## config.mk

```make
export PLATFORM = sky130hd
export DESIGN_NAME = neuron_sweep_ctrl
export DESIGN_NICKNAME = d
export VERILOG_FILES = /design/src/rtl/neuron_sweep_ctrl.sv
export SDC_FILE = /design/constraint.sdc
export NUM_CORES = 1
export LEC_CHECK = 0
export ABC_AREA = 1
export ABC_CLOCK_PERIOD_IN_PS = 2050
export CAP_MARGIN = 20
export CORE_MARGIN = 4
export CORE_UTILIZATION = 43
export CTS_CLUSTER_DIAMETER = 200
export DETAILED_ROUTE_END_ITERATION = 16
export PLACE_DENSITY = 0.72
export SLEW_MARGIN = 30
export SYNTH_ARGS = -nofsm -noshare
export SYNTH_HDL_FRONTEND = slang
export SYNTH_SLANG_ARGS = --single-unit
```

## constraint.sdc

```tcl
create_clock -name CLK -period 2.05 [get_ports CLK]
set_clock_uncertainty 0.05 [all_clocks]
set_input_delay 0.41 -clock CLK [delete_from_list [all_inputs] [get_ports CLK]]
set_output_delay 0.41 -clock CLK [all_outputs]
set_load 0.02 [all_outputs]
```

## src/rtl/neuron_sweep_ctrl.sv

```systemverilog
// Event-driven sweep sequencer for the IF-neuron datapath: one SRAM read/modify/write
// pass over all post-synaptic neurons per input event, time step, or sample end.
module neuron_sweep_ctrl #(
  parameter int N_POST       = 256,
  parameter int TIME_STEP    = 8,
  parameter int AER_IN_WIDTH = 12
) (
  input  logic                    CLK,
  input  logic                    RST,
  input  logic                    start,
  input  logic                    aer_valid,
  input  logic [AER_IN_WIDTH-1:0] aer_addr,
  output logic                    aer_ready,
  input  logic                    step_end,
  output logic                    sram_re,
  output logic [$clog2(N_POST)-1:0] sram_raddr,
  output logic [AER_IN_WIDTH-1:0] pre_addr,
  output logic                    sram_we,
  output logic [$clog2(N_POST)-1:0] sram_waddr,
  output logic                    neuron_event,
  output logic                    time_step_event,
  output logic                    time_ref_event,
  output logic [((TIME_STEP > 1) ? $clog2(TIME_STEP) : 1)-1:0] current_time_step,
  input  logic                    spike_in,
  output logic                    spike_valid,
  output logic [$clog2(N_POST)-1:0] spike_addr,
  output logic                    busy,
  output logic                    done
);

  localparam int AW  = $clog2(N_POST);
  localparam int TSW = (TIME_STEP > 1) ? $clog2(TIME_STEP) : 1;
  localparam int CW  = $clog2(N_POST + 1);
  localparam logic [CW-1:0]  LAST    = CW'(N_POST);
  localparam logic [TSW-1:0] TS_LAST = TSW'(TIME_STEP - 1);

  typedef enum logic [2:0] {IDLE, WAIT_EV, ACC, STEP, REF, DONE} state_t;

  state_t        state;
  logic [CW-1:0] cnt;
  logic          step_end_pend;

  // cnt is the index of the sweep cycle currently presented on the outputs:
  // cycle k reads neuron k (k < N_POST) and writes back neuron k-1 (k >= 1).
  always_ff @(posedge CLK) begin
    if (RST) begin
      state             <= IDLE;
      cnt               <= '0;
      step_end_pend     <= 1'b0;
      aer_ready         <= 1'b0;
      sram_re           <= 1'b0;
      sram_raddr        <= '0;
      pre_addr          <= '0;
      sram_we           <= 1'b0;
      sram_waddr        <= '0;
      neuron_event      <= 1'b0;
      time_step_event   <= 1'b0;
      time_ref_event    <= 1'b0;
      current_time_step <= '0;
      spike_valid       <= 1'b0;
      spike_addr        <= '0;
      busy              <= 1'b0;
      done              <= 1'b0;
    end else begin
      done        <= 1'b0;
      spike_valid <= (state == STEP) && sram_we && spike_in;
      if ((state == STEP) && sram_we && spike_in)
        spike_addr <= sram_waddr;

      if (step_end && (state != IDLE) && ((state != WAIT_EV) || aer_valid))
        step_end_pend <= 1'b1;

      case (state)
        IDLE: begin
          if (start) begin
            state     <= WAIT_EV;
            aer_ready <= 1'b1;
            busy      <= 1'b1;
          end
        end

        WAIT_EV: begin
          if (aer_valid) begin
            pre_addr  <= aer_addr;
            state     <= ACC;
            aer_ready <= 1'b0;
            cnt <= '0; sram_re <= 1'b1; sram_raddr <= '0;
          end else if (step_end || step_end_pend) begin
            state         <= STEP;
            step_end_pend <= 1'b0;
            aer_ready     <= 1'b0;
            cnt <= '0; sram_re <= 1'b1; sram_raddr <= '0;
          end
        end

        ACC, STEP, REF: begin
          if (cnt == LAST) begin
            sram_re         <= 1'b0;
            sram_we         <= 1'b0;
            neuron_event    <= 1'b0;
            time_step_event <= 1'b0;
            time_ref_event  <= 1'b0;
            if (state == ACC) begin
              if (step_end_pend) begin
                state         <= STEP;
                step_end_pend <= 1'b0;
                cnt <= '0; sram_re <= 1'b1; sram_raddr <= '0;
              end else begin
                state     <= WAIT_EV;
                aer_ready <= 1'b1;
              end
            end else if (state == STEP) begin
              current_time_step <= (current_time_step == TS_LAST) ? '0 : current_time_step + TSW'(1);
              if (current_time_step == TS_LAST) begin
                state <= REF;
                cnt <= '0; sram_re <= 1'b1; sram_raddr <= '0;
              end else begin
                state     <= WAIT_EV;
                aer_ready <= 1'b1;
              end
            end else begin
              current_time_step <= '0;
              state             <= DONE;
              done              <= 1'b1;
            end
          end else begin
            cnt             <= cnt + CW'(1);
            sram_re         <= (cnt != LAST - CW'(1));
            sram_raddr      <= AW'(cnt + CW'(1));
            sram_we         <= 1'b1;
            sram_waddr      <= AW'(cnt);
            neuron_event    <= (state == ACC);
            time_step_event <= (state == STEP);
            time_ref_event  <= (state == REF);
          end
        end

        DONE: begin
          state <= IDLE;
          busy  <= 1'b0;
        end

        default: state <= IDLE;
      endcase
    end
  end

endmodule
```

==> results.sh, run 1 <==
export IMPL_fin_nets=405
export IMPL_p_leak_nw=1.30
export IMPL_die_width_um=81.6
export IMPL_yosysWarnings=0
export IMPL_hp_class="flip-flop to flip-flop"
export IMPL_rsz0062_at_grt="false"
export IMPL_cts_hold_fix_buffers=0
export IMPL_grt_antenna_before_repair=0
export IMPL_arrival_ns=1.47
export IMPL_fp_dieArea_um2=6660
export IMPL_fmax_mhz=519
export IMPL_drc=0
export IMPL_fp_row_count=26
export IMPL_grt_pass1_wl_um=9710
export IMPL_synth_seq_cells=53
export IMPL_post_cts_resize_count=0
export IMPL_syn_inst=322
export IMPL_worstReg2RegEnd="cnt[8]"
export IMPL_overflow=0
export IMPL_whs_path_depth=2
export IMPL_grt_pass1_vias=2137
export IMPL_rr_worst_depth=8
export IMPL_endpoint_kind="output pin"
export IMPL_grt_total_usage_pct=18.5
export IMPL_power_total_mw=3.26
export IMPL_vias=2213
export IMPL_worst_ir_drop_vdd_mv=0.520
export IMPL_setup_viol=0
export IMPL_synth_fp_nets=345
export IMPL_worst_setup_path_type="flip-flop to output pin"
export IMPL_antenna_left=0
export IMPL_outcome="finished, final reports clean"
export IMPL_hold_start="time_ref_event"
export IMPL_p_per_area_nw_per_um2=1040
export IMPL_path_cells="clkdlybuf4s50_1"
export IMPL_r2r_start="sram_raddr[0]"
export IMPL_holdWs_ns=0.416
export IMPL_first_pass_iters=5
export IMPL_dieHeight_um=81.6
export IMPL_fillCellCount=473
export IMPL_cp_start_kind="flip-flop"
export IMPL_clock_sinks=53
export IMPL_crit_family="buffers and inverters"
export IMPL_post_cts_buffers=0
export IMPL_cts_root_buf="clkbuf_8"
export IMPL_drt_iter0_drc=151
export IMPL_crit_cells=1
export IMPL_critPathBufInv=1
export IMPL_cp_max_fo=8
export IMPL_syn_avg_cell_area_um2=7.23
export IMPL_final_min_clock_period_ns=1.93
export IMPL_hpwl_um=4220
export IMPL_cts_tree="built"
export IMPL_clk_latency_ns=0.30
export IMPL_cp_slowest_cell="clkdlybuf4s50_1"
export IMPL_netlist_area_um2=2330
export IMPL_coreArea_um2=5170
export IMPL_finalCritPeriodShare_pct=94.0
export IMPL_routed_wl_um=5710
export IMPL_grt_max_degree=31
export IMPL_drive_gt1_share_pct=6.53
export IMPL_final_setup_tns_ns=0
export IMPL_hold_viol=0
export IMPL_worstMarginPinSlew_ns=0.393
export IMPL_gp_congestion=0.879
export IMPL_area_growth_pct=34.1
export IMPL_ioPinCount=66
export IMPL_wl_per_cell_um=12.6
export IMPL_worstHoldEndpoint="time_ref_event"
export IMPL_ys_seq_area_share_pct=45.6
export IMPL_cpPeakStageDelay_ns=0.67
export IMPL_r2r_slack_ns=0.31
export IMPL_maxCapViolations=0
export IMPL_final_util_pct=60.4
export IMPL_cts_inserted_buffers=5
export IMPL_ys_types=26
export IMPL_cts_path_max_buffers=2
export IMPL_clkTransAtPathRegs_ns=0.09
export IMPL_num_antenna_cells=0
export IMPL_maxSlewHeadroom_pct=73.8
export IMPL_multi_input_comb_area_um2=1060
export IMPL_viasPerCell=4.89
export IMPL_numPortBuffers=65
export IMPL_initial_utilization_pct=45.0
export IMPL_critPathRequiredTime_ns=1.59
export IMPL_slew_viol_final=0
export IMPL_seq_area_um2=1060
export IMPL_cts_htree_levels=2
## per-stage QoR
stage	area, um2	std cells	worst slack [ns]
2_1_floorplan	2330	322	0.520
3_3_place_gp	3010	445	0.264
3_5_place_dp	3010	445	0.268
4_1_cts	3120	453	0.104
5_1_grt	3120	453	0.0660
6_report	3120	453	0.123
## worst max-delay path by stage
stage | end | startpoint
floorplan | cnt[8] | sram_raddr[0]
global placement | aer_ready | aer_valid
detailed placement | aer_ready | aer_valid
CTS | sram_raddr[2] | sram_raddr[2]
global route | sram_raddr[2] | sram_raddr[2]
finish | sram_raddr[2] | sram_raddr[2]
## metal layers
metal	wire length (um)	track usage [%]	vias up	part of all wire [%]
met1	2640	23.6	1001	46
met5	0	0	-	0
met4	78	5.48	0	1.4
met3	334	4.93	7	5.9
met2	2660	30.6	62	47
li1	-	-	1143	-
## area by class of cell
class / count / share of cell area [%]
flip-flops and latches: 53 / 34.0
multi-input cells: 223 / 33.9
repair buffers: 70 / 22.0
inverters: 29 / 3.49
well taps: 70 / 2.81
clock buffers: 7 / 2.77
clock inverters: 1 / 0.962
## sequential cells by signal, summed over array words and instances, names as in the netlist
signal             cells
state                  3
spike_addr             8
aer_ready              1
cnt                    2
sram_we                1
pre_addr              12
sram_raddr             7
step_end_pend          1
busy                   1
spike_valid            1
time_step_event        1
done                   1
current_time_step      3
sram_waddr             8
sram_re                1
time_ref_event         1
neuron_event           1
## synth_stat cells (all sizes together)
master,count,share of area [%]
nand3,17,3.7
o21ai,35,7.7
clkinv,1,0.16
nand2,58,9.6
or2,1,0.27
nand3b,1,0.32
o211ai,1,0.32
dfxtp,53,46
nor3,3,1.1
clkbuf,4,0.64
ha,5,2.7
a211oi,1,0.32
a21oi,28,6.0
inv,28,4.5
nor2,70,12
nand4,3,1.1
buf,13,3.6
## worst register-to-register path, delay by kind of cell, from the launching register on
kind | cells | cell delay [ns]
buf+inv | 1 | 0.11
compound gates | 1 | 0.13
simple gates | 4 | 0.54
flops | 1 | 0.42
fa+ha+maj | 2 | 0.42
## placed cells by master, fill, tap and decap left out, drive strengths merged
cell type      count
dfxtp             53
nor3               3
a21oi             28
clkinv             1
o211ai             1
inv               28
bufinv             1
clkbuf             7
nand4              3
nand3b             1
ha                 5
a211oi             1
or2                1
nand2             58
clkdlybuf4s50     65
buf                5
nor2              70
o21ai             35
nand3             17
## power breakdown
group	leakage (nW)	internal, mW	switching, mW
logic	0.808	0.488	0.710
clock network	0.0585	0.398	0.330
registers	0.431	1.21	0.127
total	1.30	2.09	1.17
## cells by family after synthesis
kind of cell             Yosys count  share of synthesized area, %
buffers and inverters             46                          8.92
AND/OR/NAND/NOR                  153                          28.5
adder cells (fa/ha/maj)            5                          2.69
AO/OA/AOI/OAI                     65                          14.3
flip-flops                        53                          45.6
(Power assumes the default switching activity.)
==> run 2: changes to the inputs <==
- CORE_MARGIN: 4 -> unset
==> results.sh, run 2 (synthesis results as in run 1) <==
export IMPL_outcome="finished, final reports clean"
export IMPL_num_antenna_cells=0
export IMPL_grt_total_usage_pct=21.0
export IMPL_fin_nets=406
export IMPL_ioPinCount=66
export IMPL_overflow=0
export IMPL_slew_viol_final=0
export IMPL_p_leak_nw=1.30
export IMPL_dieHeight_um=75.6
export IMPL_cp_slowest_cell="clkdlybuf4s50_1"
export IMPL_largest_register_ff_count=12
export IMPL_clkTransAtPathRegs_ns=0.10
export IMPL_critPathLaunch="sram_raddr[2]"
export IMPL_viasPerCell=4.93
export IMPL_initial_utilization_pct=45.0
export IMPL_crit_end="sram_raddr[2]"
export IMPL_crit_cells=1
export IMPL_path_cells="clkdlybuf4s50_1"
export IMPL_fillCellCount=469
export IMPL_maxCapViolations=0
export IMPL_r2r_start="sram_raddr[1]"
export IMPL_post_cts_resize_count=0
export IMPL_numPortBuffers=65
export IMPL_seq_area_um2=1060
export IMPL_layout_common_cells="nor2_1, clkdlybuf4s50_1, nand2_1"
export IMPL_fp_dieArea_um2=5710
export IMPL_die_width_um=75.6
export IMPL_clk_latency_ns=0.31
export IMPL_p_per_area_nw_per_um2=1040
export IMPL_finalCritPeriodShare_pct=94.3
export IMPL_wl_per_cell_um=12.5
export IMPL_clock_sinks=53
export IMPL_endpoint_kind="output pin"
export IMPL_hold_viol=0
export IMPL_hpwl_um=4050
export IMPL_hold_start="time_step_event"
export IMPL_grt_pass1_vias=1995
export IMPL_cts_tree="built"
export IMPL_whs_path_depth=2
export IMPL_fmax_mhz=517
export IMPL_grt_antenna_before_repair=0
export IMPL_maxSlewHeadroom_pct=71.0
export IMPL_first_pass_iters=4
export IMPL_drt_iter0_drc=130
export IMPL_post_cts_buffers=0
export IMPL_critPathRequiredTime_ns=1.59
export IMPL_cts_inserted_buffers=5
export IMPL_top_register="pre_addr"
export IMPL_power_total_mw=3.26
export IMPL_arrival_ns=1.47
export IMPL_critPathBufInv=1
export IMPL_drc=0
export IMPL_hp_class="flip-flop to flip-flop"
export IMPL_cts_hold_fix_buffers=0
export IMPL_gp_congestion=0.869
export IMPL_reg_top3="pre_addr (12), spike_addr (8), sram_waddr (8)"
export IMPL_multi_input_comb_area_um2=1060
export IMPL_cp_start_kind="flip-flop"
export IMPL_cp_max_fo=8
export IMPL_rsz0062_at_grt="false"
export IMPL_setup_viol=0
export IMPL_worst_ir_drop_vdd_mv=0.499
export IMPL_vias=2237
export IMPL_cts_root_buf="clkbuf_8"
export IMPL_area_growth_pct=34.3
export IMPL_fin_cells=454
export IMPL_crit_family="buffers and inverters"
export IMPL_worstMarginPinSlew_ns=0.435
export IMPL_final_min_clock_period_ns=1.93
export IMPL_r2r_slack_ns=0.31
export IMPL_place_inst=446
export IMPL_grt_pass1_wl_um=9060
export IMPL_rr_worst_depth=8
export IMPL_coreArea_um2=5170
export IMPL_cts_htree_levels=2
export IMPL_cpPeakStageDelay_ns=0.66
export IMPL_routed_wl_um=5680
export IMPL_final_setup_tns_ns=0
export IMPL_fp_row_count=26
export IMPL_cts_path_max_buffers=2
export IMPL_drive_gt1_share_pct=7.03
export IMPL_antenna_left=0
export IMPL_grt_max_degree=31
export IMPL_worstReg2RegEnd="cnt[8]"
export IMPL_worst_setup_path_type="flip-flop to output pin"
==> run 2: worst min path at each step <==
stage,endpoint,slack [ns]
floorplan,sram_waddr[4],0.43
global placement,neuron_event,0.40
detailed placement,time_step_event,0.40
CTS,time_step_event,0.42
global route,time_step_event,0.44
finish,time_step_event,0.42
==> run 2: metrics by stage <==
| step | utilization [%] | setup slack (ns) | hold slack, ns | instance area (um2) |
|---|---|---|---|---|
| after floorplan | - | 0.520 | 0.427 | 2330 |
| after global placement | 58.2 | 0.303 | 0.399 | 3010 |
| after detailed placement | 58.2 | 0.257 | 0.404 | 3010 |
| after CTS | 60.5 | 0.111 | 0.419 | 3130 |
| after global routing | 60.5 | 0.0827 | 0.439 | 3130 |
| final | 60.5 | 0.117 | 0.417 | 3130 |
==> run 2: worst reg2reg max path, cell delays in order (launching register included) <==
cell     delay [ns]
dfxtp_1        0.43
ha_1           0.20
nand2_1        0.07
inv_1          0.11
nand4_1        0.12
nor2_1         0.13
ha_1           0.23
or2_1          0.22
a21oi_1        0.13
==> run 2: layout make-up <==
type | instances | area share, %
sequential | 53 | 33.9
multi-input combinational | 223 | 33.9
timing repair buffer | 71 | 22.2
inverter | 29 | 3.48
tap | 70 | 2.80
clock buffer | 5 | 2.20
clock inverter | 3 | 1.48
==> run 2: metal layers <==
metal	share of wire [%]	global-route usage [%]
met5	0	0
met4	1.5	7.20
met3	4.4	4.89
met2	45	33.6
met1	49	27.8
==> run 2: where the power goes <==
part / internal, mW / switching [mW] / leakage, nW / total, mW
sequential: 1.21 / 0.126 / 0.431 / 1.33
combinational: 0.490 / 0.711 / 0.813 / 1.20
clock: 0.366 / 0.357 / 0.0543 / 0.723
